File: config.mk
export PLATFORM = sky130hd
export DESIGN_NAME = global_fsm_ctrl_flat
export DESIGN_NICKNAME = d
export VERILOG_FILES = /design/src/rtl/global_fsm_ctrl_if.sv /design/src/rtl/global_fsm_ctrl.sv /design/src/flat_wrapper.sv
export SDC_FILE = /design/constraint.sdc
export NUM_CORES = 1
export LEC_CHECK = 0
export BUFFER_PORTS_ARGS = -buffer_cell sky130_fd_sc_hd__buf_4
export CORE_MARGIN = 1
export CORE_UTILIZATION = 39
export CTS_CLUSTER_DIAMETER = 80
export DETAILED_ROUTE_END_ITERATION = 8
export GPL_ROUTABILITY_DRIVEN = 0
export MAX_ROUTING_LAYER = met4
export PLACE_DENSITY_LB_ADDON = 0.2
export SYNTH_ARGS = -nofsm -noshare
export SYNTH_HDL_FRONTEND = slang
export SYNTH_SLANG_ARGS = --single-unit
export TNS_END_PERCENT = 10
File: constraint.sdc
create_clock -name ap_clk -period 2 [get_ports ap_clk]
set_input_delay 0.1 -clock ap_clk [delete_from_list [all_inputs] [get_ports ap_clk]]
set_output_delay 0.1 -clock ap_clk [all_outputs]
set_load 0.02 [all_outputs]
File: src/rtl/global_fsm_ctrl_if.sv
// Host handshake, task-done inputs and broadcast outputs of the global run controller.
interface global_fsm_ctrl_if #(
   parameter int NUM_TASKS = 4,
   parameter int SCALAR_W  = 32
);
   logic                 ap_start;
   logic                 ap_ready;
   logic                 ap_done;
   logic                 ap_idle;
   logic [SCALAR_W-1:0]  s_seq_len;
   logic [SCALAR_W-1:0]  global_fsm_s_seq_len;
   logic                 global_fsm_ap_start;
   logic                 global_fsm_ap_done;
   logic [NUM_TASKS-1:0] task_is_done;
   logic [31:0]          run_cycles;

   modport master (
      output ap_start, s_seq_len, task_is_done,
      input  ap_ready, ap_done, ap_idle, global_fsm_s_seq_len,
             global_fsm_ap_start, global_fsm_ap_done, run_cycles
   );

   modport slave (
      input  ap_start, s_seq_len, task_is_done,
      output ap_ready, ap_done, ap_idle, global_fsm_s_seq_len,
             global_fsm_ap_start, global_fsm_ap_done, run_cycles
   );
endinterface

File: src/rtl/global_fsm_ctrl.sv
// Global run controller: start accepted in IDLE, LAUNCH 1 cycle, RUN until all tasks done, FINISH 1 cycle; no backpressure.
// Registered outputs; run_cycles is live only when GLOBAL_FSM_CYCLE_COUNT_EN is defined, otherwise tied to 0.
module global_fsm_ctrl #(
   parameter int NUM_TASKS = 4,
   parameter int SCALAR_W  = 32
) (
   input  logic              ap_clk,
   input  logic              ap_rst_n,
   global_fsm_ctrl_if.slave  bus
);
   typedef enum logic [1:0] {IDLE, LAUNCH, RUN, FINISH} state_t;

   state_t               state;
   state_t               state_nxt;
   logic                 ready_nxt;
   logic                 done_nxt;
   logic                 idle_nxt;
   logic                 ready_q;
   logic                 done_q;
   logic                 idle_q;
   logic [SCALAR_W-1:0]  seq_len_q;
   logic [NUM_TASKS-1:0] task_done;
   logic                 all_done;
   logic                 start_acc;

   assign task_done = bus.task_is_done;
   // Only the same-cycle AND of every task counts; earlier partial completions are not latched.
   assign all_done  = &task_done;
   assign start_acc = (state == IDLE) && bus.ap_start;

   always_comb begin
      state_nxt = state;
      case (state)
         IDLE:    if (bus.ap_start) state_nxt = LAUNCH;
         LAUNCH:  state_nxt = RUN;
         RUN:     if (all_done) state_nxt = FINISH;
         FINISH:  state_nxt = IDLE;
         default: state_nxt = IDLE;
      endcase
      ready_nxt = (state_nxt == LAUNCH);
      done_nxt  = (state_nxt == FINISH);
      idle_nxt  = (state_nxt == IDLE);
   end

   always_ff @(posedge ap_clk or negedge ap_rst_n) begin
      if (!ap_rst_n) begin
         state     <= IDLE;
         ready_q   <= 1'b0;
         done_q    <= 1'b0;
         idle_q    <= 1'b1;
         seq_len_q <= '0;
      end else begin
         state   <= state_nxt;
         ready_q <= ready_nxt;
         done_q  <= done_nxt;
         idle_q  <= idle_nxt;
         if (start_acc) begin
            seq_len_q <= bus.s_seq_len;
         end
      end
   end

   assign bus.ap_ready             = ready_q;
   assign bus.ap_done              = done_q;
   assign bus.ap_idle              = idle_q;
   assign bus.global_fsm_ap_start  = ready_q;
   assign bus.global_fsm_ap_done   = done_q;
   assign bus.global_fsm_s_seq_len = seq_len_q;

`ifdef GLOBAL_FSM_CYCLE_COUNT_EN
   logic [31:0] cyc_cnt;
   logic [31:0] cyc_cnt_inc;
   logic [31:0] run_cycles_q;

   assign cyc_cnt_inc = (cyc_cnt == 32'hFFFF_FFFF) ? cyc_cnt : cyc_cnt + 32'd1;

   // The snapshot includes the final RUN cycle, so it takes the incremented value.
   always_ff @(posedge ap_clk or negedge ap_rst_n) begin
      if (!ap_rst_n) begin
         cyc_cnt      <= '0;
         run_cycles_q <= '0;
      end else begin
         if (start_acc) begin
            cyc_cnt <= '0;
         end else if (state == LAUNCH || state == RUN) begin
            cyc_cnt <= cyc_cnt_inc;
         end
         if (state == RUN && all_done) begin
            run_cycles_q <= cyc_cnt_inc;
         end
      end
   end

   assign bus.run_cycles = run_cycles_q;
`else
   assign bus.run_cycles = 32'd0;
`endif

endmodule

File: src/flat_wrapper.sv
// flat-port wrapper written by rule: the top's interface ports become plain ports
module global_fsm_ctrl_flat 
#(
   parameter int NUM_TASKS = 4,
   parameter int SCALAR_W  = 32
)
  (ap_clk, ap_rst_n, bus_ap_start, bus_s_seq_len, bus_task_is_done, bus_ap_ready, bus_ap_done, bus_ap_idle, bus_global_fsm_s_seq_len, bus_global_fsm_ap_start, bus_global_fsm_ap_done, bus_run_cycles);
  global_fsm_ctrl_if #(.NUM_TASKS(NUM_TASKS), .SCALAR_W(SCALAR_W)) bus_i ();
  input  logic ap_clk;
  input  logic ap_rst_n;
  input wire logic [$bits(bus_i.ap_start)-1:0] bus_ap_start;
  input wire logic [$bits(bus_i.s_seq_len)-1:0] bus_s_seq_len;
  input wire logic [$bits(bus_i.task_is_done)-1:0] bus_task_is_done;
  output wire logic [$bits(bus_i.ap_ready)-1:0] bus_ap_ready;
  output wire logic [$bits(bus_i.ap_done)-1:0] bus_ap_done;
  output wire logic [$bits(bus_i.ap_idle)-1:0] bus_ap_idle;
  output wire logic [$bits(bus_i.global_fsm_s_seq_len)-1:0] bus_global_fsm_s_seq_len;
  output wire logic [$bits(bus_i.global_fsm_ap_start)-1:0] bus_global_fsm_ap_start;
  output wire logic [$bits(bus_i.global_fsm_ap_done)-1:0] bus_global_fsm_ap_done;
  output wire logic [$bits(bus_i.run_cycles)-1:0] bus_run_cycles;
  assign bus_i.ap_start = bus_ap_start;
  assign bus_i.s_seq_len = bus_s_seq_len;
  assign bus_i.task_is_done = bus_task_is_done;
  assign bus_ap_ready = bus_i.ap_ready;
  assign bus_ap_done = bus_i.ap_done;
  assign bus_ap_idle = bus_i.ap_idle;
  assign bus_global_fsm_s_seq_len = bus_i.global_fsm_s_seq_len;
  assign bus_global_fsm_ap_start = bus_i.global_fsm_ap_start;
  assign bus_global_fsm_ap_done = bus_i.global_fsm_ap_done;
  assign bus_run_cycles = bus_i.run_cycles;
  global_fsm_ctrl #(.NUM_TASKS(NUM_TASKS), .SCALAR_W(SCALAR_W)) u_core (.ap_clk(ap_clk), .ap_rst_n(ap_rst_n), .bus(bus_i));
endmodule
# Word level (Yosys, flattened, before mapping)
# Cells that the tools add are included.
op_classes:
  eq_ne: 5
  muxes: 3
  n_reduce_logical: 4
op_table:
  columns: ["cell", "count"]
  rows:
  - ["2-bit one-hot mux with 4 select lines", 1]
  - ["2-bit == test (second input constant)", 3]
  - ["2-bit by 1-bit == test with 1-bit output (second input constant)", 2]
  - ["2-bit logical NOT", 2]
  - ["2-bit 2-to-1 mux", 2]
  - ["4-bit AND reduction", 1]
  - ["1-bit logical AND", 1]
totals:
  register_bits: 37
  inputBits: 39
  out_inout_bits: 69
  elab_cells: 17

# Depth between registers and ports, before layout
# Gate-level depths: netlist of run 1.
logic_depth:
  word_depth: 4
  depth_mapped: 5
  ltp_nobuf: 5

# Worst setup path after synthesis of run 1
# Ideal clock, no wire load.
synth_timing:
  kind: "register to register"
  start: "register u_core.state[0]"
  end: "register u_core.seq_len_q[0], in the netlist u_core.bus.global_fsm_s_seq_len[0]"
  setup_time_ps: 125
  arrival_time_ps: 1164
  t_required_ps: 1875
  setup_slack_ps: 711
  stages_incl_launch_ff: 6
  period_less_slack_ps: 1289
  path_cell_list: "dfrtp_1 -> inv_1 -> ha_1 -> nand2_4 -> buf_12 -> mux2_4"
synth_between:
  elab_chain_cells: 2
synth_lines:
  columns: ["element", "line_no", "text"]
  rows:
  - ["start, declared", "global_fsm_ctrl.sv:13", "state_t state;"]
  - ["start signal, assigned", "global_fsm_ctrl.sv:53", "state <= state_nxt;"]
  - ["2-bit logical NOT", "global_fsm_ctrl.sv:29", "assign start_acc = (state == IDLE) && bus.ap_start;"]
  - ["1-bit logical AND", "global_fsm_ctrl.sv:29", null]
  - ["end signal, assigned", "global_fsm_ctrl.sv:58", "seq_len_q <= bus.s_seq_len;"]
  - ["end, declared", "global_fsm_ctrl.sv:21", "logic [SCALAR_W-1:0] seq_len_q;"]
# No other way between the ends.
# A chain may end at the register's enable or synchronous reset.

# Final worst setup path of run 1
layout_timing:
  start: "register u_core.state[0]"
  end: "register u_core.seq_len_q[4], in the netlist u_core.bus.global_fsm_s_seq_len[4]"
# Same word-level chain as after synthesis.

==> impl_metrics.yaml, run 1 <==
timing:
  slew_viol_final: 0
  setup_ws_ps: 415
  post-route-min-period_ps: 1590
  finalHoldViolCount: 0
  rsz0062_at_grt: "false"
  finClkSkew_ps: 0.863
  fin_crit_sh_pct: 79.3
  setup_viol: 0
  setup_tns_ps: 0
  fmax_ghz: 0.631
worst_setup_path:
  critPathMaxStageDelay_ps: 350
  end_kind: "flip-flop"
  worstPathCellList: "inv_1 > ha_1 > nand2_4 > buf_12 > mux2_4"
  worstPathArrival_ps: 1750
  critPathLaunchType: "flip-flop"
  crit_type: "reg2reg"
  cp_data_required_time_ps: 2160
  cp_slowest_cell: "dfrtp_1"
  worstPathMaxFanout: 17
yosys:
  synth_seq_cells: 37
  netlist_instances: 121
  synth_area_leader_cell: "dfrtp_1"
  synth-seq-area-share_pct: 51.0
  yosys_warnings: 0
  syn_area_um2: 1820
  synthTopCellsByArea: "dfrtp_1, mux2_4, buf_4, buf_12, ha_1"
  synth_cell_types: 17
  synth_top_cell_area_share_pct: 49.5
  avgSynthCellArea_um2: 15.0
route:
  viasPerCell: 4.23
  drc_errors: 0
  dr.pass1.iters: 4
  drt-initial-drc-count: 59
  via_count: 1065
  drt-wirelength-per-cell_um: 13.4
  routed_wl_um: 3380
  ant_nets: 0
clock_tree:
  clockBufferDepth: 2
  insertion_delay_ps: 270
  root_buffer: "clkbuf_8"
  cts_inserted_buffers: 5
  cts.clk_slew.worst_paths_ps: 70
  post_cts_buffers: 0
  htreeDepth: 2
  ctsHoldBuffers: 1
  cts_tree: "done"
  clock-sinks: 37
  cts_resized: 0
global_route:
  gr-total-overflow: 0
  grt_pass1_wl_um: 5550
  grt_max_degree: 38
  grt_usage_pct: 15.2
  grt_pass1_vias: 1102
  antenna_found_initial: 0
cells_and_area:
  fillCellCount: 384
  drive_gt1_share_pct: 58.5
  syn_to_final_growth_pct: 31.6
  nNetsFinal: 241
  n_antenna_cell: 0
pwr:
  p_total_mw: 4.07
  ir_drop_mv: 0.619
  p_leak_nw: 1.31
  cellPowerDensity_nw_per_um2: 1700
floorplanning:
  die_h_um: 70.3
  start_util_pct: 41.2
  die_area_um2: 4940
  num_rows: 24
  io_pins: 108
  core_um2: 4410
  die_w_um: 70.3
min_path:
  holdCritPathClass: "in2reg"
flow_run:
  cap_violations: 0
placed_design:
  place_hpwl_um: 2510
  numPortBuffers: 75
  pre_cts_slack_ps: 435
status:
  run_status: "complete, no violations"
-- path summary, 6_finish.rpt --
kind | slack, ps | to | cells past startpoint | from
worst max-delay path | 410 | u_core.bus.global_fsm_s_seq_len[4] | 5 | u_core.state[0]
worst max register to register | 410 | u_core.bus.global_fsm_s_seq_len[4] | 5 | u_core.state[0]
worst min-delay path | 50 | u_core.bus.global_fsm_s_seq_len[1] | 2 | bus_s_seq_len[1]
worst min register to register | 510 | u_core.bus.global_fsm_s_seq_len[21] | 1 | u_core.bus.global_fsm_s_seq_len[21]
max in group asynchronous | 1340 | u_core.bus.ap_idle | 2 | ap_rst_n
min in group asynchronous | 320 | u_core.bus.global_fsm_s_seq_len[12] | 2 | ap_rst_n
-- sequential cells by signal, summed over array words and instances, names as in the netlist --
signal                           flops
u_core.bus.global_fsm_s_seq_len     32
u_core.state                         2
u_core.bus.ap_done                   1
u_core.bus.ap_idle                   1
u_core.bus.ap_ready                  1
-- Yosys cell counts --
cell type / instances
nand4b_1: 1
mux2_2: 2
nand2_1: 1
nand2_4: 1
mux2_4: 30
buf_12: 3
dfstp_2: 1
and2_1: 1
conb_1: 1
a21oi_1: 1
dfrtp_1: 36
o22ai_1: 1
inv_1: 2
nor2_1: 2
ha_1: 3
buf_4: 34
nor2b_1: 1
-- layout make-up --
class	instances	area, um^2	area share [%]
Sequential cell	37	927	38.7
Multi-Input combinational cell	76	686	28.6
Timing Repair Buffer	77	593	24.8
Clock buffer	7	86.3	3.61
Tap cell	52	65.1	2.72
Clock inverter	1	30.0	1.25
Inverter	2	7.51	0.313
-- layer usage --
metal / track usage, % / up-vias / share of wire, %
met5: - / - / 0
met4: 8.67 / 0 / 2.3
met3: 4.47 / 6 / 6.4
met2: 24.3 / 60 / 54
met1: 16.8 / 514 / 37
li1: - / 485 / -
-- report_power, final --
part | switching [mW] | total (mW) | internal [mW]
sequential | 0.212 | 1.34 | 1.13
combinational | 0.970 | 2.07 | 1.10
clock | 0.245 | 0.652 | 0.406
-- cells by family (layout without fill, tap and decap cells) --
group	Yosys count	count (layout)	synth area share [%]
buffers and inverters	39	87	17.7
adder cells (fa/ha/maj)	3	3	2.06
flip-flops	37	37	51.0
multiplexers	32	32	26.0
AND/OR/NAND/NOR	7	7	2.41
AO/OA/AOI/OAI	2	2	0.619
other	1	32	0.206
-- cells in the final DEF, fill, tap and decap left out --
master         instances
nand2_4                1
bufinv_16              1
nand2_1                1
nor2b_1                1
dlygate4sd3_1          1
buf_4                 75
o22ai_1                1
ha_1                   3
dfstp_2                1
conb_1                32
a21oi_1                1
nor2_1                 2
clkbuf_8               6
inv_1                  2
nand4b_1               1
dfrtp_1               36
mux2_2                 2
mux2_4                30
clkbuf_1               1
and2_1                 1
buf_12                 1
-- per-stage QoR --
stage	area, um^2	util, %	hold slack [ps]	cells
floorplan	1940	-	-196	152
global placement	2270	51.4	77.4	243
detailed placement	2270	51.4	92.5	243
CTS	2390	54.3	36.4	252
global route	2390	54.3	27.7	252
finish	2390	54.3	50.2	252
-- worst max-delay path: cells and delay by family (launching register included) --
| family | cells | cell delay [ps] |
|---|---|---|
| and+or+nand+nor | 1 | 250 |
| buffers and inverters | 2 | 310 |
| DFF | 1 | 350 |
| muxes | 1 | 310 |
| adders and majority gates | 1 | 230 |
No activity file was read; power rests on OpenSTA's default activity.
==> run 2: changes to the inputs <==
==> constraint.sdc (replaced) <==
create_clock -name ap_clk -period 1.4 [get_ports ap_clk]
set_input_delay 0.07 -clock ap_clk [delete_from_list [all_inputs] [get_ports ap_clk]]
set_output_delay 0.07 -clock ap_clk [all_outputs]
set_load 0.02 [all_outputs]
==> impl_metrics.yaml, run 2 (synthesis results as in run 1) <==
timing:
  post-route-min-period_ps: 1320
  finClkSkew_ps: 3.97
  rsz0062_at_grt: "false"
  finalHoldViolCount: 0
  fmax_ghz: 0.758
  fin_crit_sh_pct: 94.3
  setup_tns_ps: 0
  hold_ws_ps: 19.7
  slew_viol_final: 0
  setup_viol: 0
status:
  run_status: "complete, no violations"
cells_and_area:
  mostFrequentLayoutCells: "buf_4, dfrtp_1, conb_1"
  n_antenna_cell: 0
  largest_register_ffs: 32
  drive_gt1_share_pct: 60.1
  syn_to_final_growth_pct: 34.2
  nNetsFinal: 244
  fillCellCount: 377
  final_common_cell: "buf_4"
worst_setup_path:
  r2r_start: "u_core.state[0]"
  end_kind: "flip-flop"
  rr_worst_depth: 5
  critPathMaxStageDelay_ps: 390
  rr_endpoint: "u_core.bus.global_fsm_s_seq_len[19]"
  worstPathMaxFanout: 15
  cp_slowest_cell: "dfrtp_1"
  cp_data_required_time_ps: 1560
  critPathLaunchType: "flip-flop"
  worstPathCellList: "inv_2 > ha_2 > nand2_4 > buf_12 > mux2_4"
  reg2reg_slack_ps: 80
  crit_type: "reg2reg"
  startpoint: "u_core.state[0]"
  worstPathArrival_ps: 1480
clock_tree:
  insertion_delay_ps: 280
  cts.clk_slew.worst_paths_ps: 70
  htreeDepth: 2
  root_buffer: "clkbuf_8"
  cts_inserted_buffers: 5
  clock-sinks: 37
  cts_tree: "done"
  clockBufferDepth: 2
floorplanning:
  die_w_um: 70.3
  die_h_um: 70.3
  num_rows: 24
  core_um2: 4410
  io_pins: 108
  die_area_um2: 4940
  start_util_pct: 41.2
min_path:
  holdCritPathClass: "in2reg"
  hp-start: "bus_s_seq_len[21]"
  holdPathEnd: "u_core.bus.global_fsm_s_seq_len[21]"
  hold_path_depth: 2
route:
  viasPerCell: 4.26
  routed_wl_um: 3270
  drt-initial-drc-count: 43
  drt-wirelength-per-cell_um: 12.8
  via_count: 1086
  drc_errors: 0
  wl_met2_um: 1710
  dr_wl_met3_um: 254
  ant_nets: 0
  dr.max_layer_used: "met4"
  dr.pass1.iters: 4
  drt-met1-wl_um: 1280
pwr:
  p_leak_nw: 1.33
  cellPowerDensity_nw_per_um2: 2410
  ir_drop_mv: 1.07
global_route:
  gr-total-overflow: 0
  grt_pass1_vias: 1042
  grt_usage_pct: 14.2
  antenna_found_initial: 0
  grt_max_degree: 38
  grt_pass1_wl_um: 5250
placed_design:
  place_hpwl_um: 2440
  numPortBuffers: 75
flow_run:
  cap_violations: 0
[run 2: changes by cell type in the layout (fill, tap and decap cells not counted)]
cell           delta
buf_12            +1
buf_4             +1
dlygate4sd3_1     +1
ha_1              -1
ha_2              +1
inv_1             -1
inv_2             +1
o22ai_1           -1
o22ai_2           +1
[run 2: layer usage]
metal,vias up,global-route usage [%]
met1,530,17.4
met4,0,4.67
met3,2,5.34
met2,60,21.7
li1,494,-
met5,-,-
[run 2: power by group]
| group | internal (mW) | switching [mW] |
|---|---|---|
| sequential | 1.62 | 0.295 |
| clock | 0.580 | 0.343 |
| combinational | 1.64 | 1.40 |
| total | 3.84 | 2.04 |
[run 2: critical path, delay by kind of cell (launching register included)]
family                   cells  cell delay [ps]
adder cells (fa/ha/maj)      1              190
AND/OR/NAND/NOR              1               70
flip-flops                   1              390
multiplexers                 1              300
buffers and inverters        2              240
[run 2: area by class of cell]
class	instances	area (um^2)	share of cell area [%]
repair buffers	80	631	25.8
inverters	2	7.51	0.308
clock buffers	7	86.3	3.54
well taps	52	65.1	2.67
flip-flops and latches	37	927	38.0
clock inverters	1	30.0	1.23
multi-input cells	76	694	28.4
[run 2: stage by stage]
stage	instance area [um^2]	instances	setup slack (ps)	utilization, %	power (mW)
3_3_place_gp	2300	245	81.6	52.0	4.89
4_1_cts	2420	254	19.1	54.9	5.92
2_1_floorplan	1940	152	111	-	3.94
6_report	2440	255	80.3	55.3	5.87
3_5_place_dp	2300	245	37.3	52.0	4.95
5_1_grt	2440	255	15.3	55.3	6.22
[run 2: how the worst max path moves through the flow]
| stage | to | slack [ps] | depth (start not counted) |
|---|---|---|---|
| floorplan | u_core.bus.global_fsm_s_seq_len[0] | 110 | 5 |
| CTS | u_core.bus.global_fsm_s_seq_len[19] | 20 | 5 |
| detailed placement | u_core.bus.global_fsm_s_seq_len[19] | 40 | 5 |
| finish | u_core.bus.global_fsm_s_seq_len[19] | 80 | 5 |
| global placement | u_core.bus.global_fsm_s_seq_len[4] | 80 | 5 |
| global route | u_core.bus.ap_ready | 20 | 5 |
[run 2: repair_timing]
action,CTS,global route
resized for setup,0,3
setup endpoints to repair,0,22
setup buffers,0,0
endpoints found under the hold margin,36,1
hold buffers,1,1
